==> src/rtl/vga_scan_out.sv <==
// Raster timing and pixel output stage: divides clk_50MHz to the pixel rate, generates
// scan position / blanking flags, and registers COLOR onto RGB with one-pixel-delayed syncs.
module vga_scan_out #(
  parameter int H_VISIBLE = 640,
  parameter int H_FRONT   = 16,
  parameter int H_SYNC    = 96,
  parameter int H_BACK    = 48,
  parameter int V_VISIBLE = 480,
  parameter int V_FRONT   = 10,
  parameter int V_SYNC    = 2,
  parameter int V_BACK    = 33
) (
  input  logic       clk_50MHz,
  input  logic       reset_n,
  input  logic [7:0] COLOR,
  output logic       CLK_DATA,
  output logic [9:0] CURX,
  output logic [8:0] CURY,
  output logic       HBLANK,
  output logic       VBLANK,
  output logic       FRAME_TICK,
  output logic       hs_vga,
  output logic       vs_vga,
  output logic [2:0] RED,
  output logic [2:0] GREEN,
  output logic [1:0] BLUE
);

  localparam int HT = H_VISIBLE + H_FRONT + H_SYNC + H_BACK;
  localparam int VT = V_VISIBLE + V_FRONT + V_SYNC + V_BACK;

  localparam logic [9:0] H_LAST   = 10'(HT - 1);
  localparam logic [9:0] V_LAST   = 10'(VT - 1);
  localparam logic [9:0] H_VIS    = 10'(H_VISIBLE);
  localparam logic [9:0] V_VIS    = 10'(V_VISIBLE);
  localparam logic [9:0] HS_FIRST = 10'(H_VISIBLE + H_FRONT);
  localparam logic [9:0] HS_LAST  = 10'(H_VISIBLE + H_FRONT + H_SYNC - 1);
  localparam logic [9:0] VS_FIRST = 10'(V_VISIBLE + V_FRONT);
  localparam logic [9:0] VS_LAST  = 10'(V_VISIBLE + V_FRONT + V_SYNC - 1);

  logic       clk_data_q, clk_data_d;
  logic [9:0] hcnt_q, hcnt_d;
  logic [9:0] vcnt_q, vcnt_d;
  logic       hblank_q, hblank_d;
  logic       vblank_q, vblank_d;
  logic       ftick_q, ftick_d;
  logic       hs_q, hs_d;
  logic       vs_q, vs_d;
  logic [7:0] rgb_q, rgb_d;

  logic adv;
  logic h_wrap;
  logic hs_raw, vs_raw;

  // The advance edge is the one where CLK_DATA falls, i.e. while it is currently high.
  assign adv    = clk_data_q;
  assign h_wrap = (hcnt_q == H_LAST);

  // Raw syncs describe the pixel currently on CURX/CURY; they are registered on the
  // next advance so they line up with that pixel's COLOR.
  assign hs_raw = !((hcnt_q >= HS_FIRST) && (hcnt_q <= HS_LAST));
  assign vs_raw = !((vcnt_q >= VS_FIRST) && (vcnt_q <= VS_LAST));

  always_comb begin
    clk_data_d = ~clk_data_q;
    hcnt_d     = hcnt_q;
    vcnt_d     = vcnt_q;
    hblank_d   = hblank_q;
    vblank_d   = vblank_q;
    ftick_d    = 1'b0;
    hs_d       = hs_q;
    vs_d       = vs_q;
    rgb_d      = rgb_q;
    if (adv) begin
      if (h_wrap) begin
        hcnt_d = '0;
        vcnt_d = (vcnt_q == V_LAST) ? '0 : vcnt_q + 10'd1;
        ftick_d = (vcnt_q == V_VIS - 10'd1);
      end else begin
        hcnt_d = hcnt_q + 10'd1;
      end
      hblank_d = (hcnt_d >= H_VIS);
      vblank_d = (vcnt_d >= V_VIS);
      hs_d     = hs_raw;
      vs_d     = vs_raw;
      rgb_d    = (hblank_q || vblank_q) ? 8'h00 : COLOR;
    end
  end

  always_ff @(posedge clk_50MHz) begin
    if (!reset_n) begin
      clk_data_q <= 1'b0;
      hcnt_q     <= '0;
      vcnt_q     <= '0;
      hblank_q   <= 1'b0;
      vblank_q   <= 1'b0;
      ftick_q    <= 1'b0;
      hs_q       <= 1'b1;
      vs_q       <= 1'b1;
      rgb_q      <= '0;
    end else begin
      clk_data_q <= clk_data_d;
      hcnt_q     <= hcnt_d;
      vcnt_q     <= vcnt_d;
      hblank_q   <= hblank_d;
      vblank_q   <= vblank_d;
      ftick_q    <= ftick_d;
      hs_q       <= hs_d;
      vs_q       <= vs_d;
      rgb_q      <= rgb_d;
    end
  end

  assign CLK_DATA   = clk_data_q;
  assign CURX       = hcnt_q;
  assign CURY       = vcnt_q[8:0];
  assign HBLANK     = hblank_q;
  assign VBLANK     = vblank_q;
  assign FRAME_TICK = ftick_q;
  assign hs_vga     = hs_q;
  assign vs_vga     = vs_q;
  assign RED        = rgb_q[7:5];
  assign GREEN      = rgb_q[4:2];
  assign BLUE       = rgb_q[1:0];

endmodule

==> config.mk <==
export PLATFORM = sky130hd
export DESIGN_NAME = vga_scan_out
export DESIGN_NICKNAME = d
export VERILOG_FILES = /design/src/rtl/vga_scan_out.sv
export SDC_FILE = /design/constraint.sdc
export NUM_CORES = 1
export LEC_CHECK = 0
export ABC_AREA = 1
export BUFFER_PORTS_ARGS = -buffer_cell sky130_fd_sc_hd__buf_4
export CORE_MARGIN = 1.5
export CORE_UTILIZATION = 50
export CTS_BUF_LIST = sky130_fd_sc_hd__clkbuf_2 sky130_fd_sc_hd__clkbuf_4 sky130_fd_sc_hd__clkbuf_8
export DETAILED_ROUTE_END_ITERATION = 8
export PLACE_DENSITY = 0.83
export SYNTH_ARGS = -nofsm -noshare
export SYNTH_HDL_FRONTEND = slang
export SYNTH_SLANG_ARGS = --single-unit
==> constraint.sdc <==
create_clock -name clk_50MHz -period 2.1 [get_ports clk_50MHz]
set_clock_uncertainty 0.1 [all_clocks]
set_input_delay 0.105 -clock clk_50MHz [delete_from_list [all_inputs] [get_ports clk_50MHz]]
set_output_delay 0.105 -clock clk_50MHz [all_outputs]
set_load 0.1 [all_outputs]
Word level (Yosys, flattened, before mapping)
Index checks and enable logic that the tools add are counted.
{"block": "op_classes", "reduce_logical": 6, "order_cmp": 6, "n_eq_ne": 3, "bitwise": 1, "n_mux": 6, "addsub": 2}
{"cell": "10-bit two-way mux", "n": 5}
{"cell": "10-bit by 1-bit adder with 10-bit output (second input constant)", "n": 2}
{"cell": "10-bit equality test (second input constant)", "n": 2}
{"cell": "10-bit greater-or-equal comparator (second input constant)", "n": 2}
{"cell": "10-bit by 9-bit greater-or-equal comparator with 1-bit output (second input constant)", "n": 2}
{"cell": "10-bit by 9-bit equality test with 1-bit output (second input constant)", "n": 1}
{"cell": "10-bit <= comparator (second input constant)", "n": 1}
{"cell": "10-bit by 9-bit <= comparator with 1-bit output (second input constant)", "n": 1}
{"cell": "8-bit two-way mux", "n": 1}
{"cell": "3-bit AND reduction", "n": 1}
{"cell": "1-bit logical AND", "n": 2}
{"cell": "1-bit zero test", "n": 2}
{"cell": "1-bit logical OR", "n": 1}
{"cell": "1-bit NOT", "n": 1}
{"block": "word_totals", "register_bits": 34}

Longest topological paths before layout
{"block": "depth", "ltp_word": 5, "depth_mapped": 11}

Least setup slack after synthesis
Ideal clock, no wire load.
{"block": "synth_path", "kind": "register to register", "start": "reg hcnt_q[0], in the netlist CURX[0]", "end": "reg vblank_q, in the netlist VBLANK", "setup_slack_ps": -280, "t_arrival_ps": 2168, "path_stages_with_launch": 10, "n_path_buf": 0, "synth_period_minus_slack_ps": 2380, "path_cell_list": "dfxtp_1 -> ha_1 -> nand2_2 -> nor2_8 -> nand3_4 -> nor2_2 -> xor2_1 -> inv_1 -> nand3_1 -> nand2_1"}
{"block": "synth_between", "elab_chain_len": 4}
{"item": "start, declared", "line_no": "42", "rtl": "logic [9:0] hcnt_q, hcnt_d;"}
{"item": "start signal, assigned", "line_no": "103", "rtl": "hcnt_q <= hcnt_d;"}
{"item": "10-bit equality test", "line_no": "57", "rtl": "assign h_wrap = (hcnt_q == H_LAST);"}
{"item": "10-bit two-way mux", "line_no": "75", "rtl": "if (h_wrap) begin"}
{"item": "10-bit two-way mux", "line_no": "74", "rtl": "if (adv) begin"}
{"item": "10-bit by 9-bit greater-or-equal comparator with 1-bit output", "line_no": "83", "rtl": "vblank_d = (vcnt_d >= V_VIS);"}
{"item": "end signal, assigned", "line_no": "106", "rtl": "vblank_q <= vblank_d;"}
{"item": "end, declared", "line_no": "45", "rtl": "logic vblank_q, vblank_d;"}
No other way between the ends. The select of a mux whose other input is x is not followed.
A chain may end at the register's enable or synchronous reset.

Worst setup path after layout
Ends and elaborated chain as after synthesis.

==> impl_results.md <==
* Run status: finished, final reports clean
* Capture endpoint of the worst hold path: CURX[7]$_SDFFE_PN0P_
* Number of buffers inserted by port buffering at 42
* Measured slew at the worst slew-check pin at 592 ps
* Deepest clock path buffer count at 2
* Minimum setup slack among reg-to-reg paths at 370 ps
* Fraction of the yosys area taken by sequential cells at 39.5%
* Iteration-0 DRC Markers at 92
* Routed length per placed instance at 13.2 um
* Max Fanout on Critical Path at 9
* Leading cell type in the layout, fill and taps excluded: buf_4
* Share of synthesized registers carrying an async set or reset at 0%
* Worst slew margin at 60.5%
* Sum of overflow across all layers after global routing at 0
* Cts-stage hold buffer count at 8
* Net count, final at 279
* Final TNS setup at 0 ps
* Time the worst path needs with I/O delays and setup at 1730 ps
* Filler instances at 296
* TritonCTS Buffers at 5
* Static power due to leakage at 0.923 nW
* Netlist cell types at 31
* Setup violations, final at 0
* Number of placement rows at 21
* Clock Tree Root: clkbuf_4
* Post-synthesis cell area at 1720 um^2
* Die outline area at 3800 um^2
* Worst Path Required at 2260 ps
* Crit start category: flop
* Syn_area_per_cell at 7.86 um^2
* RSZ-0062 raised after global routing: false
* Kind of end point of the critical path: flop
* Antenna viol nets, final at 0
* Number of global-route vias before repair at 1,483
* Clock Latency Late Sink at 350 ps
* Most frequent cells in the layout: buf_4, nand2_1, dfxtp_1, inv_1, nor2_1
* Initial standard-cell utilization of the core at 52.0%
* Post-CTS Setup Repair Bufs at 0
* Maxcap violations at 0
* Total I/O pin count at 43
* Antenna violations before repair at 0
* Cells resized by post-CTS repair at 0
* Final slew viol count at 0
* Number of iterations in the first detailed-routing pass at 4
* Share of the core filled with cells in the final layout at 65.5%
* Ys flop type: dfxtp_1
* Diode count at 0
* Setup WS pre-CTS at 412 ps
* Core Box Area at 3310 um^2
* Number of nets in the synthesized netlist at 234
* Post-DP HPWL at 2.81 mm
* Critical Setup Path Class: flop to flop
* Synth warnings at 0
* Power per cell area at 587 nW/um^2
* Post-synth EDFFs at 0
* Tot Pwr at 1.27 mW
* Class of the worst hold path: input port to flop
* Worst-path clk slew at 110 ps
* Launch point of the worst reg-to-reg path: CURX[0]$_SDFFE_PN0P_
* Average via count per standard cell at 5.29
* Startpoint of the lowest-slack hold path: reset_n
* Worst IR drop on VDD at 0.504 mV
* Clock Sinks at 34
* Global Route Usage Sum at 22.9%
* Proportion of layout cells with a drive suffix above 1 at 29.1%
* Via count at 1,644
* Number of cell instances on the worst register-to-register path at 9
* Number of levels in the clock H-tree at 2
* Synth-to-Final Area Change at 26.0%
* Global-route wire length before repair at 6.40 mm
* Gate Count Post-Synth at 219
* Gpl congestion at 0.906
* Largest net degree at the start of global routing at 18
* Final period utilization at 82.5%
* DRC violations left at 0
* Final worst setup slack at 368 ps
* Width of the die at 61.7 um
* Worst hold path depth at 3
* Capturing point of the worst reg2reg path: VBLANK$_SDFFE_PN0P_
* Vertical extent of the die at 61.7 um
* Fmax at 577 MHz
* Routed WL at 4.12 mm
* Flops & latches, synth at 34
* TritonCTS clock tree: yes
* Arrival time of data at the critical path endpoint at 1890 ps
* Final count of hold timing violations at 0
-- logic make-up (layout without fill, tap and decap cells) --
family	count (synthesis)	in the layout	synth area share [%]
AOI/OAI and AO/OA	39	39	15.2
xor gates and xnor gates	6	6	3.05
adders and majority gates	5	5	3.63
buffers and inverters	46	92	12.4
DFF	34	34	39.5
and+or+nand+nor	89	89	26.2
-- routing by layer --
| metal | wire, um | GRT usage, % | part of all wire (%) |
|---|---|---|---|
| met3 | 222 | 7.14 | 5.4 |
| met2 | 2140 | 40.0 | 52 |
| met1 | 1680 | 26.0 | 41 |
| met4 | 78 | 8.81 | 1.9 |
| met5 | 0 | 0 | 0 |
-- power breakdown --
group          total [mW]  switching (mW)  internal [mW]
logic               0.204           0.149         0.0545
registers           0.669         0.00999          0.659
clock network       0.401           0.226          0.175
total                1.27           0.385          0.889
-- worst max-delay path, cell delays in order, from the launching register on --
cell	delay, ps
dfxtp_2	380
ha_1	180
nand2_2	100
nor2_8	150
nand3_4	160
nor2_2	130
xor2_1	230
inv_1	70
nand3_1	90
nand2_1	60
-- state kept, by name, indices dropped and copies added (netlist names) --
name        count
vs_vga          1
HBLANK          1
vcnt_q         10
rgb_q           8
CLK_DATA        1
CURX           10
FRAME_TICK      1
VBLANK          1
hs_vga          1
-- how the worst max path moves through the flow --
stage                    startpoint                endpoint  slack, ps  cells after the start
6_report       CURX[0]$_SDFFE_PN0P_     VBLANK$_SDFFE_PN0P_        370                      9
5_1_grt        CURX[0]$_SDFFE_PN0P_  vcnt_q[4]$_SDFFE_PN0P_        280                     10
4_1_cts        CURX[0]$_SDFFE_PN0P_     VBLANK$_SDFFE_PN0P_        400                      9
2_1_floorplan  CURX[4]$_SDFFE_PN0P_     VBLANK$_SDFFE_PN0P_         -9                      8
3_3_place_gp   CURX[0]$_SDFFE_PN0P_     VBLANK$_SDFFE_PN0P_        460                      9
3_5_place_dp   CURX[0]$_SDFFE_PN0P_     VBLANK$_SDFFE_PN0P_        410                      9
-- cell type report --
class                           instances  area (um^2)  share of cell area, %
Inverter                               32          121                   5.59
Clock inverter                          1         5.00                  0.231
Multi-Input combinational cell        139          828                   38.2
Sequential cell                        34          688                   31.7
Timing Repair Buffer                   52          410                   18.9
Tap cell                               46         57.6                   2.65
Clock buffer                            7         58.8                   2.71
-- synthesized netlist by cell type, types with 2 or more instances --
library cell	number	share of area (%)
a21oi_1	2	0.58
a32o_1	9	5.2
buf_4	10	4.4
clkbuf_1	3	0.65
dfxtp_1	34	40
ha_1	5	3.6
inv_1	28	6.1
inv_2	3	0.65
nand2_1	36	7.8
nand2_2	3	1.1
nand3_1	12	3.5
nand4_1	9	3.3
nor2_1	15	3.3
nor2_2	6	2.2
o21ai_0	10	2.9
o21ai_1	7	2.0
o22ai_1	8	2.9
xor2_1	6	3.1
-- stage by stage --
step	instances	area, um^2	hold WS (ps)
floorplan	219	1730	173
global placement	295	2030	255
detailed placement	295	2030	260
CTS	311	2170	12.8
global route	311	2170	32.7
finish	311	2170	20.7
No activity file was read; power rests on OpenSTA's default activity.
